[src/rtl/vga_pkg.sv]
// Shared timing constants, zoom encodings and helpers for the VGA stream controller.
package vga_pkg;

  localparam int VGA_H_ACTIVE = 640;
  localparam int VGA_H_FP     = 16;
  localparam int VGA_H_SYNC   = 96;
  localparam int VGA_H_BP     = 48;
  localparam int VGA_V_ACTIVE = 480;
  localparam int VGA_V_FP     = 10;
  localparam int VGA_V_SYNC   = 2;
  localparam int VGA_V_BP     = 33;

  localparam logic [1:0] ZOOM_1X = 2'd0;
  localparam logic [1:0] ZOOM_2X = 2'd1;
  localparam logic [1:0] ZOOM_4X = 2'd2;

  typedef struct packed {
    logic active;
    logic hsAct;
    logic vsAct;
  } timingBits_t;

  function automatic int timingTotal(input int active, input int fp, input int sync, input int bp);
    return active + fp + sync + bp;
  endfunction

  // The unused encoding 3 falls back to 1x.
  function automatic logic [1:0] zoomShift(input logic [1:0] mode);
    case (mode)
      ZOOM_2X: return 2'd1;
      ZOOM_4X: return 2'd2;
      default: return 2'd0;
    endcase
  endfunction

endpackage

[src/rtl/vga_sync_counter.sv]
// Horizontal/vertical position counters with active, sync and frame-start decode.
module vga_sync_counter
  import vga_pkg::*;
#(
  parameter int H_ACTIVE = VGA_H_ACTIVE,
  parameter int H_FP     = VGA_H_FP,
  parameter int H_SYNC   = VGA_H_SYNC,
  parameter int H_BP     = VGA_H_BP,
  parameter int V_ACTIVE = VGA_V_ACTIVE,
  parameter int V_FP     = VGA_V_FP,
  parameter int V_SYNC   = VGA_V_SYNC,
  parameter int V_BP     = VGA_V_BP,
  parameter int CNT_W    = 11
) (
  input  logic             clk,
  input  logic             reset,
  output logic [CNT_W-1:0] hCnt,
  output logic [CNT_W-1:0] vCnt,
  output timingBits_t      timing,
  output logic             frameStart
);

  localparam int H_TOTAL = timingTotal(H_ACTIVE, H_FP, H_SYNC, H_BP);
  localparam int V_TOTAL = timingTotal(V_ACTIVE, V_FP, V_SYNC, V_BP);

  localparam logic [CNT_W-1:0] H_LAST   = CNT_W'(H_TOTAL - 1);
  localparam logic [CNT_W-1:0] V_LAST   = CNT_W'(V_TOTAL - 1);
  localparam logic [CNT_W-1:0] H_VIS    = CNT_W'(H_ACTIVE);
  localparam logic [CNT_W-1:0] V_VIS    = CNT_W'(V_ACTIVE);
  localparam logic [CNT_W-1:0] HS_START = CNT_W'(H_ACTIVE + H_FP);
  localparam logic [CNT_W-1:0] HS_END   = CNT_W'(H_ACTIVE + H_FP + H_SYNC);
  localparam logic [CNT_W-1:0] VS_START = CNT_W'(V_ACTIVE + V_FP);
  localparam logic [CNT_W-1:0] VS_END   = CNT_W'(V_ACTIVE + V_FP + V_SYNC);

  // started holds the counters at 0,0 for the first edge after reset so that
  // position 0,0 is presented for a full cycle before the scan advances.
  logic started;

  always_ff @(posedge clk or posedge reset) begin
    if (reset) begin
      hCnt    <= '0;
      vCnt    <= '0;
      started <= 1'b0;
    end else begin
      started <= 1'b1;
      if (started) begin
        if (hCnt == H_LAST) begin
          hCnt <= '0;
          vCnt <= (vCnt == V_LAST) ? '0 : vCnt + 1'b1;
        end else begin
          hCnt <= hCnt + 1'b1;
        end
      end
    end
  end

  always_comb begin
    timing.active = started && (hCnt < H_VIS) && (vCnt < V_VIS);
    timing.hsAct  = started && (hCnt >= HS_START) && (hCnt < HS_END);
    timing.vsAct  = started && (vCnt >= VS_START) && (vCnt < VS_END);
  end

  assign frameStart = started && (hCnt == '0) && (vCnt == '0);

endmodule

[src/rtl/vga_stream_controller.sv]
// VGA timing and pixel-fetch controller: zoomed fetch coordinates at S1, DAC outputs at S2.
module vga_stream_controller
  import vga_pkg::*;
#(
  parameter int RGB_SIZE = 8,
  parameter int H_ACTIVE = VGA_H_ACTIVE,
  parameter int H_FP     = VGA_H_FP,
  parameter int H_SYNC   = VGA_H_SYNC,
  parameter int H_BP     = VGA_H_BP,
  parameter int V_ACTIVE = VGA_V_ACTIVE,
  parameter int V_FP     = VGA_V_FP,
  parameter int V_SYNC   = VGA_V_SYNC,
  parameter int V_BP     = VGA_V_BP,
  parameter bit SYNC_POL = 1'b0,
  parameter int CNT_W    = 11
) (
  input  logic                clk,
  input  logic                reset,
  input  logic [RGB_SIZE-1:0] i_red,
  input  logic [RGB_SIZE-1:0] i_green,
  input  logic [RGB_SIZE-1:0] i_blue,
  input  logic [1:0]          i_zoom_mode,
  output logic                o_request,
  output logic [CNT_W-1:0]    o_pix_x,
  output logic [CNT_W-1:0]    o_pix_y,
  output logic                o_frame_start,
  output logic [RGB_SIZE-1:0] o_vga_r,
  output logic [RGB_SIZE-1:0] o_vga_g,
  output logic [RGB_SIZE-1:0] o_vga_b,
  output logic                o_vga_hsync,
  output logic                o_vga_vsync,
  output logic                o_vga_sync_n,
  output logic                o_vga_blank_n
);

  logic [CNT_W-1:0] hCnt;
  logic [CNT_W-1:0] vCnt;
  timingBits_t      s0Timing;
  timingBits_t      s1Timing;
  timingBits_t      srcTiming;
  logic             s0FrameStart;
  logic [1:0]       zoomQ;
  logic [1:0]       shift;

  vga_sync_counter #(
    .H_ACTIVE (H_ACTIVE),
    .H_FP     (H_FP),
    .H_SYNC   (H_SYNC),
    .H_BP     (H_BP),
    .V_ACTIVE (V_ACTIVE),
    .V_FP     (V_FP),
    .V_SYNC   (V_SYNC),
    .V_BP     (V_BP),
    .CNT_W    (CNT_W)
  ) u_syncCounter (
    .clk        (clk),
    .reset      (reset),
    .hCnt       (hCnt),
    .vCnt       (vCnt),
    .timing     (s0Timing),
    .frameStart (s0FrameStart)
  );

  // Zoom only changes at the frame boundary so a frame is never scaled two ways.
  always_ff @(posedge clk or posedge reset) begin
    if (reset) begin
      zoomQ <= ZOOM_1X;
    end else if (s0FrameStart) begin
      zoomQ <= i_zoom_mode;
    end
  end

  assign shift = zoomShift(zoomQ);

  always_ff @(posedge clk or posedge reset) begin
    if (reset) begin
      o_request     <= 1'b0;
      o_frame_start <= 1'b0;
      o_pix_x       <= '0;
      o_pix_y       <= '0;
      s1Timing      <= '0;
    end else begin
      o_request     <= s0Timing.active;
      o_frame_start <= s0FrameStart;
      s1Timing      <= s0Timing;
      if (s0Timing.active) begin
        o_pix_x <= hCnt >> shift;
        o_pix_y <= vCnt >> shift;
      end
    end
  end

  // Matches the one-cycle frame-buffer latency so timing bits meet their pixel.
  always_ff @(posedge clk or posedge reset) begin
    if (reset) begin
      srcTiming <= '0;
    end else begin
      srcTiming <= s1Timing;
    end
  end

  always_ff @(posedge clk or posedge reset) begin
    if (reset) begin
      o_vga_r       <= '0;
      o_vga_g       <= '0;
      o_vga_b       <= '0;
      o_vga_hsync   <= ~SYNC_POL;
      o_vga_vsync   <= ~SYNC_POL;
      o_vga_sync_n  <= 1'b1;
      o_vga_blank_n <= 1'b0;
    end else begin
      o_vga_r       <= srcTiming.active ? i_red   : '0;
      o_vga_g       <= srcTiming.active ? i_green : '0;
      o_vga_b       <= srcTiming.active ? i_blue  : '0;
      o_vga_hsync   <= srcTiming.hsAct ? SYNC_POL : ~SYNC_POL;
      o_vga_vsync   <= srcTiming.vsAct ? SYNC_POL : ~SYNC_POL;
      o_vga_sync_n  <= ~(srcTiming.hsAct | srcTiming.vsAct);
      o_vga_blank_n <= srcTiming.active;
    end
  end

endmodule

[config.mk]
export PLATFORM = sky130hd
export DESIGN_NAME = vga_stream_controller
export DESIGN_NICKNAME = d
export VERILOG_FILES = /design/src/rtl/vga_pkg.sv /design/src/rtl/vga_sync_counter.sv /design/src/rtl/vga_stream_controller.sv
export SDC_FILE = /design/constraint.sdc
export NUM_CORES = 1
export LEC_CHECK = 0
export BUFFER_PORTS_ARGS = -buffer_cell sky130_fd_sc_hd__buf_2
export CORE_MARGIN = 5
export CORE_UTILIZATION = 25
export CTS_BUF_LIST = sky130_fd_sc_hd__clkbuf_16
export DETAILED_ROUTE_END_ITERATION = 8
export GPL_ROUTABILITY_DRIVEN = 0
export PLACE_DENSITY = 0.51
export SLEW_MARGIN = 20
export SYNTH_ARGS = -nofsm -noshare
export SYNTH_HDL_FRONTEND = slang
export SYNTH_HIERARCHICAL = 1
export SYNTH_SLANG_ARGS = --single-unit
[constraint.sdc]
create_clock -name clk -period 3.2 [get_ports clk]
set_input_delay 0.16 -clock clk [delete_from_list [all_inputs] [get_ports clk]]
set_output_delay 0.16 -clock clk [all_outputs]
set_load 0.02 [all_outputs]
Yosys cells after proc, flatten, opt, wreduce, memory -nomap -nowiden --
Index checks and enable logic that the tools add are counted.
Word-level totals: flip-flop bits (word level) 82, input bits 28, output and inout bits 52, word-level logic and storage cells 55
Operators by class: add/sub/neg operators 2, magnitude comparators 6, eq/ne operators 4, shift-type cells 2, multiplexer cells 8, bitwise operators 2, reductions and logical operators 11
Operator list (count):
- 8-bit two-way mux | 3
- 11-bit by 1-bit adder with 11-bit output (second input constant) | 2
- 11-bit by 10-bit == test with 1-bit output (second input constant) | 2
- 11-bit logical NOT | 2
- 11-bit by 10-bit < comparator with 1-bit output (second input constant) | 2
- 11-bit by 9-bit < comparator with 1-bit output (second input constant) | 2
- 11-bit two-way mux | 2
- 11-bit by 2-bit right shift with 11-bit output | 2
- 11-bit by 10-bit >= comparator with 1-bit output (second input constant) | 1
- 11-bit by 9-bit >= comparator with 1-bit output (second input constant) | 1
- 1-bit logical AND | 8
- 2-bit case mux with 2 select lines | 1
- 2-bit by 1-bit == test with 1-bit output (second input constant) | 1
- 2-bit == test (second input constant) | 1
- 1-bit two-way mux | 2
- 2-bit AND reduction | 1
- 1-bit inverter | 1
- 1-bit bitwise OR | 1

Logic depth before layout (Yosys ltp) --
word-level depth 3, mapped depth 8, mapped depth without buffers 7

Cells and area by module --
Netlist, hierarchy kept.
Modules (own cells, without submodules):
- vga_stream_controller | instances 1, cells each 205, area an instance 2522.4 µm², seq. area each 1480.2 µm²
- vga_sync_counter | instances 1, cells each 134, area an instance 1281.2 µm², seq. area each 575.6 µm²

Worst setup path before layout --
No wires, ideal clock.
path kind reg2reg, from register u_syncCounter.hCnt[5], to register zoomQ[0], arrival time 2080 ps, setup slack 995 ps, cell stages (with the launch flop) 6, path buffers 1, path through dfrtp_1 buf_6 or4_1 or4_1 nor4_2 mux2_2
On the way: cells in the longest elaborated chain, start to end 3
RTL lines:
- start: declaration | line vga_sync_counter.sv:17 | output logic [CNT_W-1:0] hCnt,
- start signal: assignment | line vga_sync_counter.sv:51 | hCnt <= hCnt + 1'b1;
- 11-bit logical NOT | line vga_sync_counter.sv:63 | assign frameStart = started && (hCnt == '0) && (vCnt == '0);
- 1-bit logical AND (2 in a row) | line vga_sync_counter.sv:63
- via s0FrameStart | line vga_stream_controller.sv:41 | logic s0FrameStart;
- end signal: assignment | line vga_stream_controller.sv:69 | zoomQ <= i_zoom_mode;
- end: declaration | line vga_stream_controller.sv:42 | logic [1:0] zoomQ;
The timed path passes the listed nets, and every way through them passes these cells. A chain may end at the register's enable or synchronous reset.

Final worst setup path --
Ends and elaborated chain as after synthesis.

==> flow_summary.toml <==
[clock_network]
clkTransAtPathRegs_ns = 0.06
postCtsHoldBufs = 0
cts_made_buffers = 9
cts_tree = "yes"
cts.path.max_buffers = 2
cts_root_buf = "clkbuf_16"
cts_setup_buffers = 0
cts_resized = 0
clock-sinks = 82
clk-insertion-delay-late_ns = 0.33
cts-htree-levels = 3

[power_and_ir_drop]
sw_frac_of_total_pct = 32.44
power.leakage_uw = 0.002187
combPwrFrac_pct = 20.8
p_clk_share_pct = 31.8
p_int_uw = 1954
p_sw_uw = 938.2
p_per_area_nw_per_um2 = 630.6
peakVddDrop_mv = 0.2389
p_seq_share_pct = 47.4

[floorplanning]
boundaryPins = 80
rows = 45
coreArea_sq_um = 15090
start_util_pct = 25.21
die_y_um = 133.3
dieArea_sq_um = 17780
die_w_um = 133.3

[sta]
fin_skew_ns = 0.004185
period_share_pct = 73.72
fin_crit_ns = 2.359
finalHoldViolations = 0
setup_ws_ns = 0.8409
max_freq_mhz = 423.9
rsz0062_at_grt = "no"
worstMarginPinSlew_ns = 0.9993
setup_violations = 0
tns_ns = 0
drv_slew = 0
max_slew_margin_pct = 33.38
worst_hold_slack_ns = 0.02443

[route]
drt_wl_total_um = 8873
drtIter0Drc = 131
wl_per_cell_um = 14.62
drc = 0
drtAntennaViolNets = 0
drtPass1Iterations = 4
vias_per_cell = 4.557
vias = 2766

[global_routing]
grt_max_degree = 45
antenna_found_initial = 0
grt_pass1_vias = 2882
grt_overflow = 0
grt_first_pass_wirelength_um = 14530
grt_use_total_pct = 9.990

[setup_path]
r2r_start = "u_syncCounter/hCnt[5]"
r2r_slack_ns = 0.84
crit_path_start_kind = "flip-flop"
crit_type = "reg -> reg"
worstPathArrival_ns = 2.58
required_ns = 3.42
path_max_fanout = 12
cp-end-kind = "flip-flop"
worstSetupStartpoint = "u_syncCounter/hCnt[5]"

[synthesis]
synthesis.area_sq_um = 3804
synth.avg_cell_area_sq_um = 11.22
yosysWarnings = 6
ys.flop_type = "dfrtp_1"
synth_common_cells = "dfrtp_1, mux2i_1, and2_1, inv_1, nand3_1"
synthArstFlopShare_pct = 100.0
synthTopCellsByArea = "dfrtp_1, mux2i_1, and2_1"
netlist_instances = 339
yosysSeqAreaShare_pct = 54.05
synth_top_cell_area_share_pct = 51.97
syn-num-nets = 371
synth-seq-cells = 82
netlist-cell-type-count = 46
synth_area_leader_cell = "dfrtp_1"
synth_most_common_cell = "dfrtp_1"
synth_edf_count = 0

[finish]
nets = 446
fillers = 1585
drive_gt1_share_pct = 25.54
regArea_sq_um = 2057
multi_input_comb_area_sq_um = 1539
syn_to_final_growth_pct = 20.59
diodes = 0

[job]
max_cap_violations = 0

[placed_design]
dp_slack_ns = 0.8674
port_buffers = 79
dp_hpwl_um = 6335

[worst_hold_path]
min_path_type = "in -> async"

[run_status]
status = "complete, no violations"
==> critical path, stage by stage, from the launching register on <==
cell	delay, ns
dfrtp_1	0.51
or4_1	0.59
or4_1	0.44
nor4_2	0.33
mux2_2	0.38
==> layout by cell type, fill, tap and decap left out, types with 4 or more instances in the layout <==
cell type / count
nand3_1: 17
nand4_1: 6
xor2_1: 8
o21ai_0: 14
nor2_1: 13
nand2_1: 12
ha_1: 4
o221ai_1: 8
and3_1: 7
and2_1: 27
a21oi_1: 8
o22a_1: 8
inv_1: 23
nand2b_1: 10
dfrtp_1: 78
nor2b_1: 4
buf_2: 79
xnor2_1: 5
clkbuf_16: 9
mux2i_1: 31
==> sequential cells by signal (all words and copies together), names as in the netlist, 2 cells and up <==
register,flops
o_vga_g,8
o_vga_b,8
o_pix_y,11
srcTiming,3
u_syncCounter/hCnt,11
o_pix_x,11
u_syncCounter/vCnt,11
o_vga_r,8
zoomQ,2
s1Timing,3
==> final timing paths <==
path | endpoint | depth (start not counted)
setup reg to reg | zoomQ[0] | 4
hold reg to reg | srcTiming[1] | 0
setup / recovery | zoomQ[0] | 4
min in group clk | o_vga_r[2] | 2
hold / removal | o_pix_x[0] | 2
max in group asynchronous | o_vga_b[5] | 3
==> per-layer routing <==
layer | global-route usage [%] | vias to the layer above | routed length (um)
met5 | 0 | - | 0
li1 | - | 1336 | -
met2 | 15.94 | 84 | 3954
met4 | 2.457 | 0 | 80
met1 | 13.31 | 1340 | 4303
met3 | 3.059 | 6 | 534
==> stage by stage <==
step	area (sq um)	total power (uW)	util, %	instances
floorplan	3804	1882	-	339
global placement	4324	1990	28.66	591
detailed placement	4324	1995	28.66	591
CTS	4587	2929	30.40	607
global route	4587	3053	30.40	607
finish	4587	2892	30.40	607
==> cells by family after synthesis <==
| logic type | Yosys count | share of synthesized area (%) |
|---|---|---|
| AND/OR/NAND/NOR | 114 | 17.57 |
| flip-flops | 82 | 54.05 |
| AO/OA/AOI/OAI | 51 | 8.915 |
| buffers and inverters | 39 | 5.493 |
| multiplexers | 34 | 9.145 |
| XOR/XNOR | 14 | 3.421 |
| adder cells (fa/ha/maj) | 4 | 1.316 |
| other | 1 | 0.09859 |
==> area by class of cell <==
| cell class | instances | area share (%) |
|---|---|---|
| Sequential cell | 82 | 44.84 |
| Multi-Input combinational cell | 218 | 33.55 |
| Timing Repair Buffer | 81 | 8.947 |
| Tap cell | 188 | 5.128 |
| Clock buffer | 9 | 4.910 |
| Inverter | 22 | 1.800 |
| Clock inverter | 7 | 0.8183 |
==> power groups by stage <==
stage	Combinational [uW]	Sequential [uW]	Clock, uW
finish	602	1370	920
global route	658	1400	992
CTS	610	1370	949
detailed placement	608	1390	0
global placement	607	1380	0
floorplan	568	1310	0
(Power assumes the default switching activity.)
